==> config.mk <==
export PLATFORM = sky130hd
export DESIGN_NAME = ps2_mouse_packet_decoder_flat
export DESIGN_NICKNAME = d
export VERILOG_FILES = /design/src/rtl/ps2_mouse_packet_decoder_if.sv /design/src/rtl/ps2_mouse_packet_decoder.sv /design/src/flat_wrapper.sv
export SDC_FILE = /design/constraint.sdc
export NUM_CORES = 1
export LEC_CHECK = 0
export ABC_AREA = 1
export ABC_CLOCK_PERIOD_IN_PS = 4550
export BUFFER_PORTS_ARGS = -buffer_cell sky130_fd_sc_hd__buf_2
export CORE_UTILIZATION = 42
export CTS_BUF_LIST = sky130_fd_sc_hd__clkbuf_16
export DETAILED_ROUTE_END_ITERATION = 12
export PLACE_DENSITY = 0.7
export SLEW_MARGIN = 20
export SYNTH_ARGS = -nofsm -noshare
export SYNTH_HDL_FRONTEND = slang
export SYNTH_SLANG_ARGS = --single-unit
==> constraint.sdc <==
create_clock -name clk -period 4.55 [get_ports clk]
set_input_delay 0.455 -clock clk [delete_from_list [all_inputs] [get_ports clk]]
set_output_delay 0.455 -clock clk [all_outputs]
set_load 0.005 [all_outputs]
==> src/rtl/ps2_mouse_packet_decoder_if.sv <==
// Byte-stream inputs and decoded mouse-state outputs of ps2_mouse_packet_decoder.
// master drives the received bytes; slave is the decoder.
interface ps2_mouse_packet_decoder_if;
   logic              enable;
   logic              rx_done_tick;
   logic [7:0]        rx_data;
   logic              pkt_valid;
   logic              btn_left;
   logic              btn_right;
   logic              btn_middle;
   logic signed [8:0] dx;
   logic signed [8:0] dy;
   logic [9:0]        cursor_x;
   logic [9:0]        cursor_y;
   logic              sync_err;

   modport master (
      output enable, rx_done_tick, rx_data,
      input  pkt_valid, btn_left, btn_right, btn_middle, dx, dy,
             cursor_x, cursor_y, sync_err
   );

   modport slave (
      input  enable, rx_done_tick, rx_data,
      output pkt_valid, btn_left, btn_right, btn_middle, dx, dy,
             cursor_x, cursor_y, sync_err
   );
endinterface

==> src/rtl/ps2_mouse_packet_decoder.sv <==
// Assembles 3-byte PS/2 mouse packets into button state and a clamped cursor position.
// Define PS2_MOUSE_TIMEOUT_EN to abandon partial packets after TIMEOUT_CYCLES idle cycles.
module ps2_mouse_packet_decoder #(
   parameter int SCREEN_W = 640,
   parameter int SCREEN_H = 480,
   parameter int X_INIT   = 320,
   parameter int Y_INIT   = 240
`ifdef PS2_MOUSE_TIMEOUT_EN
   ,
   parameter int TIMEOUT_CYCLES = 100000
`endif
) (
   input logic                       clk,
   input logic                       rst,
   ps2_mouse_packet_decoder_if.slave bus
);

   typedef enum logic [1:0] {BYTE0, BYTE1, BYTE2, UPDATE} state_t;

   // Status byte minus bit 3, which is only a framing marker.
   typedef struct packed {
      logic y_ovf;
      logic x_ovf;
      logic y_sign;
      logic x_sign;
      logic middle;
      logic right;
      logic left;
   } status_t;

   localparam logic signed [11:0] X_MAX = 12'(SCREEN_W - 1);
   localparam logic signed [11:0] Y_MAX = 12'(SCREEN_H - 1);

   state_t             state;
   status_t            status;
   logic [7:0]         xbyte;
   logic [7:0]         ybyte;
   logic signed [8:0]  dx_next;
   logic signed [8:0]  dy_next;
   logic signed [11:0] sum_x;
   logic signed [11:0] sum_y;
   logic [9:0]         x_next;
   logic [9:0]         y_next;
   logic               tick;
   logic               timeout_hit;

   assign tick = bus.enable && bus.rx_done_tick;

   // NOTE: every always_comb output gets a value on every path so no latch is inferred.
   always_comb begin
      dx_next = status.x_ovf ? 9'sd0 : $signed({status.x_sign, xbyte});
      dy_next = status.y_ovf ? 9'sd0 : $signed({status.y_sign, ybyte});
      sum_x   = $signed({2'b00, bus.cursor_x}) + $signed({{3{dx_next[8]}}, dx_next});
      sum_y   = $signed({2'b00, bus.cursor_y}) - $signed({{3{dy_next[8]}}, dy_next});

      if (sum_x < 12'sd0)      x_next = '0;
      else if (sum_x > X_MAX)  x_next = X_MAX[9:0];
      else                     x_next = sum_x[9:0];

      if (sum_y < 12'sd0)      y_next = '0;
      else if (sum_y > Y_MAX)  y_next = Y_MAX[9:0];
      else                     y_next = sum_y[9:0];
   end

`ifdef PS2_MOUSE_TIMEOUT_EN
   localparam int TW = $clog2(TIMEOUT_CYCLES + 1);

   logic [TW-1:0] timer;

   // Counts idle cycles only while a packet is partially assembled.
   always_ff @(posedge clk) begin
      if (rst || !bus.enable || tick || state == BYTE0 || state == UPDATE)
         timer <= '0;
      else
         timer <= timer + TW'(1);
   end

   assign timeout_hit = (timer == TW'(TIMEOUT_CYCLES - 1));
`else
   assign timeout_hit = 1'b0;
`endif

   // NOTE: sequential state uses non-blocking assignments so every register samples pre-edge values.
   always_ff @(posedge clk) begin
      if (rst) begin
         state          <= BYTE0;
         status         <= '0;
         xbyte          <= '0;
         ybyte          <= '0;
         bus.pkt_valid  <= 1'b0;
         bus.sync_err   <= 1'b0;
         bus.btn_left   <= 1'b0;
         bus.btn_right  <= 1'b0;
         bus.btn_middle <= 1'b0;
         bus.dx         <= '0;
         bus.dy         <= '0;
         bus.cursor_x   <= 10'(X_INIT);
         bus.cursor_y   <= 10'(Y_INIT);
      end else begin
         bus.pkt_valid <= 1'b0;
         bus.sync_err  <= 1'b0;

         // The update completes even if enable drops during this cycle.
         if (state == UPDATE) begin
            bus.pkt_valid  <= 1'b1;
            bus.dx         <= dx_next;
            bus.dy         <= dy_next;
            bus.btn_left   <= status.left;
            bus.btn_right  <= status.right;
            bus.btn_middle <= status.middle;
            bus.cursor_x   <= x_next;
            bus.cursor_y   <= y_next;
         end

         if (!bus.enable) begin
            state <= BYTE0;
         end else begin
            case (state)
               BYTE0, UPDATE: begin
                  state <= BYTE0;
                  if (tick) begin
                     if (bus.rx_data[3]) begin
                        status <= '{y_ovf:  bus.rx_data[7], x_ovf: bus.rx_data[6],
                                    y_sign: bus.rx_data[5], x_sign: bus.rx_data[4],
                                    middle: bus.rx_data[2], right: bus.rx_data[1],
                                    left:   bus.rx_data[0]};
                        state  <= BYTE1;
                     end else begin
                        bus.sync_err <= 1'b1;
                     end
                  end
               end
               BYTE1: begin
                  if (tick) begin
                     xbyte <= bus.rx_data;
                     state <= BYTE2;
                  end else if (timeout_hit) begin
                     state        <= BYTE0;
                     bus.sync_err <= 1'b1;
                  end
               end
               BYTE2: begin
                  if (tick) begin
                     ybyte <= bus.rx_data;
                     state <= UPDATE;
                  end else if (timeout_hit) begin
                     state        <= BYTE0;
                     bus.sync_err <= 1'b1;
                  end
               end
               default: state <= BYTE0;
            endcase
         end
      end
   end

endmodule

==> src/flat_wrapper.sv <==
// flat-port wrapper written by rule: the top's interface ports become plain ports
module ps2_mouse_packet_decoder_flat 
#(
   parameter int SCREEN_W = 640,
   parameter int SCREEN_H = 480,
   parameter int X_INIT   = 320,
   parameter int Y_INIT   = 240

)
  (clk, rst, bus_enable, bus_rx_done_tick, bus_rx_data, bus_pkt_valid, bus_btn_left, bus_btn_right, bus_btn_middle, bus_dx, bus_dy, bus_cursor_x, bus_cursor_y, bus_sync_err);
  ps2_mouse_packet_decoder_if bus_i ();
  input logic clk;
  input logic rst;
  input wire logic [$bits(bus_i.enable)-1:0] bus_enable;
  input wire logic [$bits(bus_i.rx_done_tick)-1:0] bus_rx_done_tick;
  input wire logic [$bits(bus_i.rx_data)-1:0] bus_rx_data;
  output wire logic [$bits(bus_i.pkt_valid)-1:0] bus_pkt_valid;
  output wire logic [$bits(bus_i.btn_left)-1:0] bus_btn_left;
  output wire logic [$bits(bus_i.btn_right)-1:0] bus_btn_right;
  output wire logic [$bits(bus_i.btn_middle)-1:0] bus_btn_middle;
  output wire logic [$bits(bus_i.dx)-1:0] bus_dx;
  output wire logic [$bits(bus_i.dy)-1:0] bus_dy;
  output wire logic [$bits(bus_i.cursor_x)-1:0] bus_cursor_x;
  output wire logic [$bits(bus_i.cursor_y)-1:0] bus_cursor_y;
  output wire logic [$bits(bus_i.sync_err)-1:0] bus_sync_err;
  assign bus_i.enable = bus_enable;
  assign bus_i.rx_done_tick = bus_rx_done_tick;
  assign bus_i.rx_data = bus_rx_data;
  assign bus_pkt_valid = bus_i.pkt_valid;
  assign bus_btn_left = bus_i.btn_left;
  assign bus_btn_right = bus_i.btn_right;
  assign bus_btn_middle = bus_i.btn_middle;
  assign bus_dx = bus_i.dx;
  assign bus_dy = bus_i.dy;
  assign bus_cursor_x = bus_i.cursor_x;
  assign bus_cursor_y = bus_i.cursor_y;
  assign bus_sync_err = bus_i.sync_err;
  ps2_mouse_packet_decoder #(.SCREEN_W(SCREEN_W), .SCREEN_H(SCREEN_H), .X_INIT(X_INIT), .Y_INIT(Y_INIT)) u_core (.clk(clk), .rst(rst), .bus(bus_i));
endmodule
==> PnR_summary.wiki, run 1 <==
{| class="wikitable"
! Metric !! Value
|-
| Status || finished clean
|-
| Most used standard cell by instance count after synthesis || nand2_1
|-
| Fraction of synthesized cell area taken by the top area cell type || 0.357
|-
| Fraction of the yosys area taken by sequential cells || 0.357
|-
| Proportion of layout cells with a drive suffix above 1 || 0.200
|-
| Met1 capacity usage during global routing || 0.289
|-
| Critical path's top delay family || simple AND/OR/NAND/NOR gates
|-
| Cell-by-cell listing of the critical path || nor2_1, ha_1, inv_1, fa_1, o21ai_2, nand2_2, nand2_2, a21oi_2, nor2b_4, nor2_4, nand3_1, nand2_1, nand2_1
|-
| First-pass iteration count of the detailed router || 5
|-
| Placer Congestion || 0.898
|-
| Number of enable flip-flop cells after synthesis || 0
|-
| Transition time at the pin with the least slew margin || 1.06 ns
|-
| Final cycle utilization of the critical path || 0.543
|-
| Count of max-cap constraint violations || 0
|-
| Average routed wire per standard cell || 13.8 µm
|-
| Setup TNS after final layout || 0 ns
|-
| Clock tree from TritonCTS || built
|-
| Total Wirelength || 9.54 mm
|-
| Number of design-rule violations left by the first detailed-router iteration || 154
|-
| TritonCTS Buffers || 9
|-
| Type of destination of the critical path || flip-flop
|-
| Vias in the first global route || 3341
|-
| Total routing usage reported by global routing || 0.208
|-
| Met3 Use GR || 0.0353
|-
| Sequential cell area || 1360 µm²
|-
| Area of the core || 8760 µm²
|-
| Layout Area Growth over Synthesis || 18.5%
|-
| Final nets || 620
|-
| Largest area contributor in the netlist || dfxtp_1
|-
| Warnings from Yosys || 0
|-
| Overall power of the completed layout || 1.50 mW
|-
| Setup repair bufs after CTS || 0
|-
| Worst clock skew || 0.00644 ns
|-
| Synth cell count leaders || nand2_1, dfxtp_1, inv_1, a21oi_1, nor2_1
|-
| Synth top area cells || dfxtp_1, nand2_1, ha_1
|-
| Hold Buf Count CTS || 0
|-
| Total vias in the final route || 3534
|-
| Min Clock Period, post-route || 2.47 ns
|-
| Clock root cell || clkbuf_16
|-
| DR vias/cell || 5.11
|-
| Deepest clock path buffer count || 2
|-
| Yosys cell types || 37
|-
| Die outline height || 97.3 µm
|-
| Arrival time of data at the critical path endpoint || 2.70 ns
|-
| First-pass GRT wire length || 15.9 mm
|-
| Per-instance average area after synthesis || 7.27 µm²
|-
| Static leakage power || 2.21 nW
|-
| Highest attainable clock frequency || 0.405 GHz
|-
| I/O pin count || 55
|-
| Global-route track usage on met2 || 0.326
|-
| Synth Net Count || 566
|-
| Pwr dens || 331 nW/µm²
|-
| Final antenna-violating net count || 0
|-
| Number of diodes added for antenna fixing || 0
|-
| Cell count after synthesis || 525
|-
| Number of endpoints failing setup at the final stage || 0
|-
| Port buffer count || 54
|-
| Fill cells || 858
|-
| Antenna violations before repair || 0
|-
| Clock transition at the registers of the reported paths || 0.06 ns
|-
| CP max-delay cell || fa_1
|-
| CP startpoint kind || flip-flop
|-
| VDD IR-drop max || 0.225 mV
|-
| Clock insertion delay at the later pin of the skew report || 0.33 ns
|-
| Class of the worst hold path || in2reg
|-
| Die boundary width || 97.3 µm
|-
| Slowest stage delay, CP || 0.43 ns
|-
| Number of hold violations in the final report || 0
|-
| Post-detailed-placement half-perimeter wirelength || 7.35 mm
|-
| FF+latch count, synth || 68
|-
| Number of H-tree levels || 3
|-
| Primary flip-flop cell chosen by synthesis mapping || dfxtp_1
|-
| Most congested layer reported by global routing || met2
|-
| Async set-or-reset flop fraction in the synthesized netlist || 0
|-
| Max FO, Critical Path || 10
|-
| Placement row count || 34
|-
| Endpoint required time on the critical path || 4.78 ns
|-
| Critical path type || reg2reg
|-
| Number of remaining DRC errors || 0
|-
| Effective utilization at floorplan || 0.435
|-
| Largest net degree at the start of global routing || 26
|-
| Clk sink count || 68
|-
| Buffers plus inverters on the worst setup path || 1
|-
| Syn Std Cell Area || 3820 µm²
|-
| Die Area || 9470 µm²
|-
| Area used by multi-input combinational logic || 2140 µm²
|-
| Resized Gates After CTS || 0
|-
| RSZ-0062 raised after global routing || no
|-
| Final max-slew violation count || 0
|-
| Relative slew margins || 0.290
|-
| Remaining global-route overflow || 0
|}
## layer usage
metal  share of wire  vias up
met3           0.052       11
met5               0        -
met1            0.48     1621
met2            0.45       94
met4           0.015        0
li1                -     1808
## state kept, by name, indices dropped and copies added, names as in the netlist
signal,flops
u_core.bus.dy,9
u_core.bus.pkt_valid,1
u_core.bus.btn_right,1
u_core.bus.cursor_y,10
u_core.bus.sync_err,1
u_core.xbyte,8
u_core.bus.dx,9
u_core.bus.btn_left,1
u_core.ybyte,8
u_core.bus.cursor_x,10
u_core.state,2
u_core.bus.btn_middle,1
u_core.status,7
## cells in the final DEF, fill, tap and decap left out, drive strengths merged, types with 7 or more instances in the layout
master / instances
a21oi: 37
o21ai: 43
buf: 55
nand2: 151
nand4: 7
nand3: 35
ha: 27
a22o: 9
dfxtp: 68
clkbuf: 9
inv: 71
nor2: 42
## power by group
group | switching (mW) | internal, mW | total, mW
combinational | 0.0612 | 0.0284 | 0.0896
sequential | 0.00321 | 0.600 | 0.603
clock | 0.272 | 0.534 | 0.806
total | 0.337 | 1.16 | 1.50
## path summary, 6_finish.rpt
kind | start | to | slack, ns | cells past startpoint
min | bus_rx_data[3] | u_core.bus.sync_err | 0.35 | 2
max reg2reg | u_core.status[5] | u_core.bus.cursor_x[4] | 2.08 | 13
max | u_core.status[5] | u_core.bus.cursor_x[4] | 2.08 | 13
min reg2reg | u_core.xbyte[6] | u_core.xbyte[6] | 0.45 | 2
## per-stage QoR
stage | setup slack, ns | hold WS [ns] | instances | utilization | instance area, µm²
global route | 1.90 | 0.366 | 692 | 0.516 | 4520
global placement | 2.14 | 0.438 | 676 | 0.477 | 4180
CTS | 2.08 | 0.349 | 692 | 0.516 | 4520
finish | 2.08 | 0.353 | 692 | 0.516 | 4520
detailed placement | 2.11 | 0.446 | 676 | 0.477 | 4180
floorplan | 2.35 | 0.425 | 525 | - | 3820
## kinds of logic (layout without fill, tap and decap cells)
logic type,count (synthesis),in the layout,share of synthesized area
AO/OA/AOI/OAI,96,96,0.144
AND/OR/NAND/NOR,240,240,0.298
flip-flops,68,68,0.357
adder cells (fa/ha/maj),29,29,0.0990
XOR/XNOR,8,8,0.0184
buffers and inverters,84,143,0.0839
## final cells by class
| type | count | share of cell area |
|---|---|---|
| multi-input combinational | 373 | 0.472 |
| sequential | 68 | 0.301 |
| timing repair buffer | 55 | 0.0614 |
| inverter | 72 | 0.0598 |
| tap | 108 | 0.0299 |
| clock buffer | 9 | 0.0498 |
| clock inverter | 7 | 0.0257 |
Power figures use the tool's default switching activity.
==> run 2, diff against run 1 <==
--- a/config.mk
+++ b/config.mk
@@ -5,8 +5,8 @@
 export SDC_FILE = /design/constraint.sdc
 export NUM_CORES = 1
 export LEC_CHECK = 0
-export ABC_AREA = 1
-export ABC_CLOCK_PERIOD_IN_PS = 4550
+export ABC_AREA = 0
+export ABC_CLOCK_PERIOD_IN_PS = 2300
 export BUFFER_PORTS_ARGS = -buffer_cell sky130_fd_sc_hd__buf_2
 export CORE_UTILIZATION = 42
 export CTS_BUF_LIST = sky130_fd_sc_hd__clkbuf_16
==> constraint.sdc (replaced) <==
create_clock -name clk -period 2.3 [get_ports clk]
set_input_delay 0.23 -clock clk [delete_from_list [all_inputs] [get_ports clk]]
set_output_delay 0.23 -clock clk [all_outputs]
set_load 0.005 [all_outputs]
==> run 2 against run 1 <==
Compared with the run above: the flow now finishes with violations (negative setup slack); final cell count rose by 3.5%; total power rose by 78%; sequential power up 97%; fmax decreased by 7.0%; critical path type unchanged; largest power group unchanged.
==> PnR_summary.wiki, run 2 <==
{| class="wikitable"
! Metric !! Value
|-
| Status || complete, but fails checks
|-
| Violated checks || negative setup slack
|-
| CP startpoint kind || flip-flop
|-
| Async set-or-reset flop fraction in the synthesized netlist || 0
|-
| Critical path type || reg2reg
|-
| Max FO, Critical Path || 6
|-
| Arrival time of data at the critical path endpoint || 2.89 ns
|-
| Clock tree from TritonCTS || built
|-
| VDD IR-drop max || 0.471 mV
|-
| Class of the worst hold path || in2reg
|-
| Most used standard cell by instance count after synthesis || dfxtp_1
|-
| Port buffer count || 54
|-
| Layout Area Growth over Synthesis || 47.1%
|-
| Pwr dens || 477 nW/µm²
|-
| Yosys cell types || 52
|-
| Hold Slack || 0.155 ns
|-
| Primary flip-flop cell chosen by synthesis mapping || dfxtp_1
|-
| Average routed wire per standard cell || 15.7 µm
|-
| Clock transition at the registers of the reported paths || 0.06 ns
|-
| Slowest stage delay, CP || 0.37 ns
|-
| Fraction of the yosys area taken by sequential cells || 0.359
|-
| Placer Congestion || 0.848
|-
| Number of remaining DRC errors || 0
|-
| Transition time at the pin with the least slew margin || 0.644 ns
|-
| Number of placed instances with taps included || 673
|-
| Die outline height || 97.0 µm
|-
| Largest area contributor in the netlist || dfxtp_1
|-
| Non-Filler Cell Area, Final || 5580 µm²
|-
| Post-detailed-placement half-perimeter wirelength || 7.55 mm
|-
| Total Wirelength || 11.3 mm
|-
| Die Area || 9420 µm²
|-
| Static leakage power || 2.46 nW
|-
| Placement row count || 34
|-
| Remaining global-route overflow || 0
|-
| Clk sink count || 68
|-
| Clock insertion delay at the later pin of the skew report || 0.33 ns
|-
| Worst clock skew || 0.00561 ns
|-
| Synth cell count leaders || dfxtp_1, nand2_1, a21oi_1, nor2_1, ha_1
|-
| Clock root cell || clkbuf_16
|-
| Area of the core || 8720 µm²
|-
| Highest attainable clock frequency || 0.377 GHz
|-
| RSZ-0062 raised after global routing || yes
|-
| Number of enable flip-flop cells after synthesis || 0
|-
| Count of max-cap constraint violations || 0
|-
| Endpoint required time on the critical path || 2.53 ns
|-
| Syn Std Cell Area || 3790 µm²
|-
| TritonCTS Buffers || 9
|-
| Most prevalent standard cell on the critical path || nor2b_4
|-
| Number of diodes added for antenna fixing || 0
|-
| Commonest cells after routing, fill and taps aside || buf_4, dfxtp_1, nand2_1
|-
| Number of design-rule violations left by the first detailed-router iteration || 138
|-
| Post-layout instance count excluding filler cells || 716
|-
| Fill cells || 688
|-
| Effective utilization at floorplan || 0.435
|-
| Total routing usage reported by global routing || 0.240
|-
| Number of H-tree levels || 3
|-
| CP max-delay cell || dfxtp_4
|-
| Number of endpoints failing setup at the final stage || 19
|-
| Warnings from Yosys || 0
|-
| Antenna violations before repair || 0
|-
| Number of hold violations in the final report || 0
|-
| First-pass GRT wire length || 18.2 mm
|-
| Type of destination of the critical path || flip-flop
|-
| Final max-slew violation count || 0
|-
| Die boundary width || 97.0 µm
|-
| Hold Buf Count CTS || 0
|-
| Min Clock Period, post-route || 2.66 ns
|-
| FF+latch count, synth || 68
|-
| Relative slew margins || 0.570
|-
| Regs by FF count || u_core.bus.cursor_x: 10 flops, u_core.bus.cursor_y: 10 flops
|-
| Synth top area cells || dfxtp_1, ha_1, nand2_1
|-
| Most frequent standard cell in the layout excluding fill and tap cells || buf_4
|-
| Proportion of layout cells with a drive suffix above 1 || 0.410
|-
| Cell Area, Placed || 4800 µm²
|-
| Cell count after synthesis || 450
|-
| Total vias in the final route || 3821
|-
| Cell-by-cell listing of the critical path || buf_6, nor2b_4, ha_4, inv_2, fa_2, nor2b_4, o211ai_1, nand4_1, a211oi_2, a21o_1, or2_1, o31ai_1
|-
| Least setup slack across all paths after layout || -0.355 ns
|-
| Fraction of synthesized cell area taken by the top area cell type || 0.359
|-
| Synth Net Count || 491
|-
| Pre-CTS setup slack || -0.386 ns
|-
| Largest net degree at the start of global routing || 46
|-
| Final nets || 644
|-
| Final antenna-violating net count || 0
|-
| Vias in the first global route || 3797
|-
| Overall power of the completed layout || 2.66 mW
|-
| Per-instance average area after synthesis || 8.43 µm²
|-
| Final cycle utilization of the critical path || 1.15
|-
| Deepest clock path buffer count || 2
|-
| Buffers plus inverters on the worst setup path || 2
|-
| DR vias/cell || 5.34
|-
| Critical path's top delay family || simple AND/OR/NAND/NOR gates
|-
| First-pass iteration count of the detailed router || 4
|-
| I/O pin count || 55
|}
run 2: cell count changes in the layout (fill, tap and decap cells not counted), sizes merged, moves of 10 or more:
cell and change:
a21oi +11, buf +104, inv -52, mux2i +22, nand2 -87, nand2b +16, nand3 -30, o211ai +11
o21ai -26, or2 +10
run 2: per-layer routing:
metal	up-vias	wire length (µm)	GRT usage
li1	1879	-	-
met1	1828	4820	0.292
met2	85	5760	0.424
met3	29	423	0.0376
met4	0	246	0.0907
met5	-	0	0
run 2: stage by stage:
stage	TNS (ns)	utilization
after floorplan	-1.21	-
after CTS	-4.69	0.622
final	-5.52	0.640
after detailed placement	-5.25	0.550
after global placement	-3.77	0.550
after global routing	-7.86	0.640
run 2: power breakdown:
part / internal, mW / total, mW / switching (mW)
Combinational: 0.0868 / 0.193 / 0.107
Clock: 0.780 / 1.28 / 0.499
Sequential: 1.18 / 1.19 / 0.00499
Total: 2.05 / 2.66 / 0.611
run 2: what timing repair did:
action,CTS,global route
setup buffers,22,5
endpoints found under the hold margin,0,0
endpoints found under the setup margin,19,19
pin swaps,29,16
gates resized for setup,42,25
run 2: path summary, 6_finish.rpt:
| kind | from | endpoint | slack (ns) | cells after the start |
|---|---|---|---|---|
| max | u_core.status[5] | u_core.bus.cursor_x[7] | -0.36 | 12 |
| min | bus_rx_data[3] | u_core.bus.sync_err | 0.16 | 2 |
| max reg2reg | u_core.status[5] | u_core.bus.cursor_x[7] | -0.36 | 12 |
| min reg2reg | u_core.status[2] | u_core.status[2] | 0.46 | 2 |
run 2: area by class of cell:
cell class	instances	area, µm²	area share
clock buffers	10	250	0.0448
repair buffers	159	1080	0.194
well taps	108	135	0.0242
clock inverters	6	30.0	0.00538
multi-input cells	348	2650	0.475
flip-flops and latches	68	1370	0.245
inverters	17	66.3	0.0119
run 2: kinds of logic (layout without fill, tap and decap cells):
group,Yosys count,after routing,share of synthesized area
fa+ha+maj,29,29,0.0996
buf+inv,34,192,0.0340
flops,68,68,0.359
compound gates,116,116,0.207
mux,23,23,0.0630
simple gates,162,162,0.196
xor+xnor,18,18,0.0416
==> run 3, diff against run 2 <==
--- a/config.mk
+++ b/config.mk
@@ -6,12 +6,12 @@
 export NUM_CORES = 1
 export LEC_CHECK = 0
 export ABC_AREA = 0
-export ABC_CLOCK_PERIOD_IN_PS = 2300
+export ABC_CLOCK_PERIOD_IN_PS = 2250
 export BUFFER_PORTS_ARGS = -buffer_cell sky130_fd_sc_hd__buf_2
 export CORE_UTILIZATION = 42
 export CTS_BUF_LIST = sky130_fd_sc_hd__clkbuf_16
 export DETAILED_ROUTE_END_ITERATION = 12
-export PLACE_DENSITY = 0.7
+export PLACE_DENSITY = 0.72
 export SLEW_MARGIN = 20
 export SYNTH_ARGS = -nofsm -noshare
 export SYNTH_HDL_FRONTEND = slang
==> constraint.sdc (replaced) <==
create_clock -name clk -period 2.25 [get_ports clk]
set_input_delay 0.225 -clock clk [delete_from_list [all_inputs] [get_ports clk]]
set_output_delay 0.225 -clock clk [all_outputs]
set_load 0.005 [all_outputs]
==> run 3 against run 2 <==
Compared with the run above: the flow still finishes with violations (negative setup slack); global-route usage decreased by 1.1 points; sequential power about the same; flip-flop and latch count unchanged; via count increased by 0.34%; register-to-register slack got worse by 0.08 ns; sequential share of layout area increased by 0.17 points; critical endpoint is now u_core.bus.cursor_y[5]; final cell count decreased by 0.98%; core utilization decreased by 0.44 points; fmax decreased by 0.95%; wire length increased by 1.1%.
==> PnR_summary.wiki, run 3 (same netlist as run 2, synthesis figures left out) <==
{| class="wikitable"
! Metric !! Value
|-
| VDD IR-drop max || 0.362 mV
|-
| Vias in the first global route || 3734
|-
| Remaining global-route overflow || 0
|-
| Proportion of layout cells with a drive suffix above 1 || 0.411
|-
| Post-detailed-placement half-perimeter wirelength || 7.57 mm
|-
| Number of diodes added for antenna fixing || 0
|-
| Clock insertion delay at the later pin of the skew report || 0.33 ns
|-
| Die outline height || 97.0 µm
|-
| Type of destination of the critical path || flip-flop
|-
| First-pass GRT wire length || 17.5 mm
|-
| Clock root cell || clkbuf_16
|-
| Highest attainable clock frequency || 0.373 GHz
|-
| Final max-slew violation count || 0
|-
| Number of design-rule violations left by the first detailed-router iteration || 233
|-
| Final nets || 637
|-
| Commonest cells after routing, fill and taps aside || buf_4, dfxtp_1, nand2_1
|-
| Layout Area Growth over Synthesis || 46.1%
|-
| Static leakage power || 2.39 nW
|-
| I/O pin count || 55
|-
| Clock tree from TritonCTS || built
|-
| Most frequent standard cell in the layout excluding fill and tap cells || buf_4
|-
| Met1 capacity usage during global routing || 0.288
|-
| Die boundary width || 97.0 µm
|-
| Global-route track usage on met2 || 0.389
|-
| Largest net degree at the start of global routing || 45
|-
| Cell Area, Placed || 4800 µm²
|-
| Placement row count || 34
|-
| Number of hold violations in the final report || 0
|-
| Setup TNS after final layout || -6.49 ns
|-
| Relative slew margins || 0.605
|-
| DR vias/cell || 5.41
|-
| Total Wirelength || 11.4 mm
|-
| CP startpoint kind || flip-flop
|-
| Class of the worst hold path || in2reg
|-
| Critical path type || reg2reg
|-
| Deepest clock path buffer count || 2
|-
| Non-Filler Cell Area, Final || 5540 µm²
|-
| Regs by FF count || u_core.bus.cursor_x: 10 flops, u_core.bus.cursor_y: 10 flops
|-
| Most congested layer reported by global routing || met2
|-
| Total vias in the final route || 3834
|-
| RSZ-0062 raised after global routing || yes
|-
| Status || complete, but fails checks
|-
| Number of remaining DRC errors || 0
|-
| Final antenna-violating net count || 0
|-
| Worst clock skew || 0.00516 ns
|-
| Clk sink count || 68
|-
| Count of max-cap constraint violations || 0
|-
| Final cycle utilization of the critical path || 1.19
|-
| Number of endpoints failing setup at the final stage || 19
|-
| Average routed wire per standard cell || 16.0 µm
|-
| First-pass iteration count of the detailed router || 5
|-
| Total routing usage reported by global routing || 0.229
|-
| Clock transition at the registers of the reported paths || 0.05 ns
|-
| TritonCTS Buffers || 9
|-
| Min Clock Period, post-route || 2.68 ns
|-
| Placer Congestion || 0.897
|-
| Arrival time of data at the critical path endpoint || 2.89 ns
|-
| Effective utilization at floorplan || 0.435
|-
| Transition time at the pin with the least slew margin || 0.592 ns
|-
| Endpoint required time on the critical path || 2.46 ns
|-
| Max FO, Critical Path || 9
|-
| Area of the core || 8720 µm²
|-
| Pwr dens || 479 nW/µm²
|-
| Number of H-tree levels || 3
|-
| Violated checks || negative setup slack
|-
| Least setup slack across all paths after layout || -0.431 ns
|-
| Port buffer count || 54
|-
| Fill cells || 659
|-
| Antenna violations before repair || 0
|-
| Die Area || 9420 µm²
|-
| Met3 Use GR || 0.0354
|-
| Setup slack on the worst flop-to-flop path || -0.43 ns
|}
## run 3: power by group
part | total, mW | switching, mW | internal [mW]
logic | 0.193 | 0.108 | 0.0858
clock network | 1.25 | 0.517 | 0.729
registers | 1.22 | 0.00567 | 1.21
## run 3: metal layers
metal	routed length, µm	vias to the layer above
met2	5620	120
met1	4950	1818
met3	509	30
li1	-	1866
met5	0	-
met4	289	0
## run 3: worst max-delay path, cell delays in order (launching register included)
cell      delay [ns]
dfxtp_2         0.34
buf_6           0.13
nand2b_4        0.14
buf_4           0.14
ha_1            0.27
nand2b_1        0.10
a21oi_2         0.20
o211ai_1        0.14
buf_4           0.17
a32oi_2         0.24
xnor2_2         0.16
and3_1          0.20
a221o_1         0.32
## run 3: per-stage QoR
step | worst slack [ns] | power [mW] | cells | hold slack [ns] | utilization
after floorplan | -0.223 | 1.34 | 450 | 0.303 | -
after global placement | -0.336 | 1.39 | 671 | 0.443 | 0.551
after detailed placement | -0.403 | 1.39 | 671 | 0.442 | 0.551
after CTS | -0.393 | 2.65 | 700 | 0.130 | 0.616
after global routing | -0.537 | 2.73 | 709 | 0.133 | 0.636
final | -0.431 | 2.65 | 709 | 0.138 | 0.636
## run 3: path summary, 6_finish.rpt
check	start	end	cells after the start
worst max-delay path	u_core.status[6]	u_core.bus.cursor_y[5]	12
worst min-delay path	bus_rx_data[3]	u_core.bus.sync_err	2
worst max register to register	u_core.status[6]	u_core.bus.cursor_y[5]	12
worst min register to register	u_core.ybyte[5]	u_core.ybyte[5]	2
## run 3: area by class of cell
cell class	count	area (µm²)	share of cell area
flip-flops and latches	68	1370	0.247
repair buffers	152	1030	0.186
clock inverters	7	36.3	0.00655
inverters	17	63.8	0.0115
clock buffers	9	225	0.0406
multi-input cells	348	2680	0.484
well taps	108	135	0.0244
## run 3: timing repair
action / CTS / global route
setup buffers: 13 / 12
resized for setup: 42 / 27
endpoints found under the setup margin: 19 / 19
pin swaps: 31 / 34
hold buffers: 0 / 0
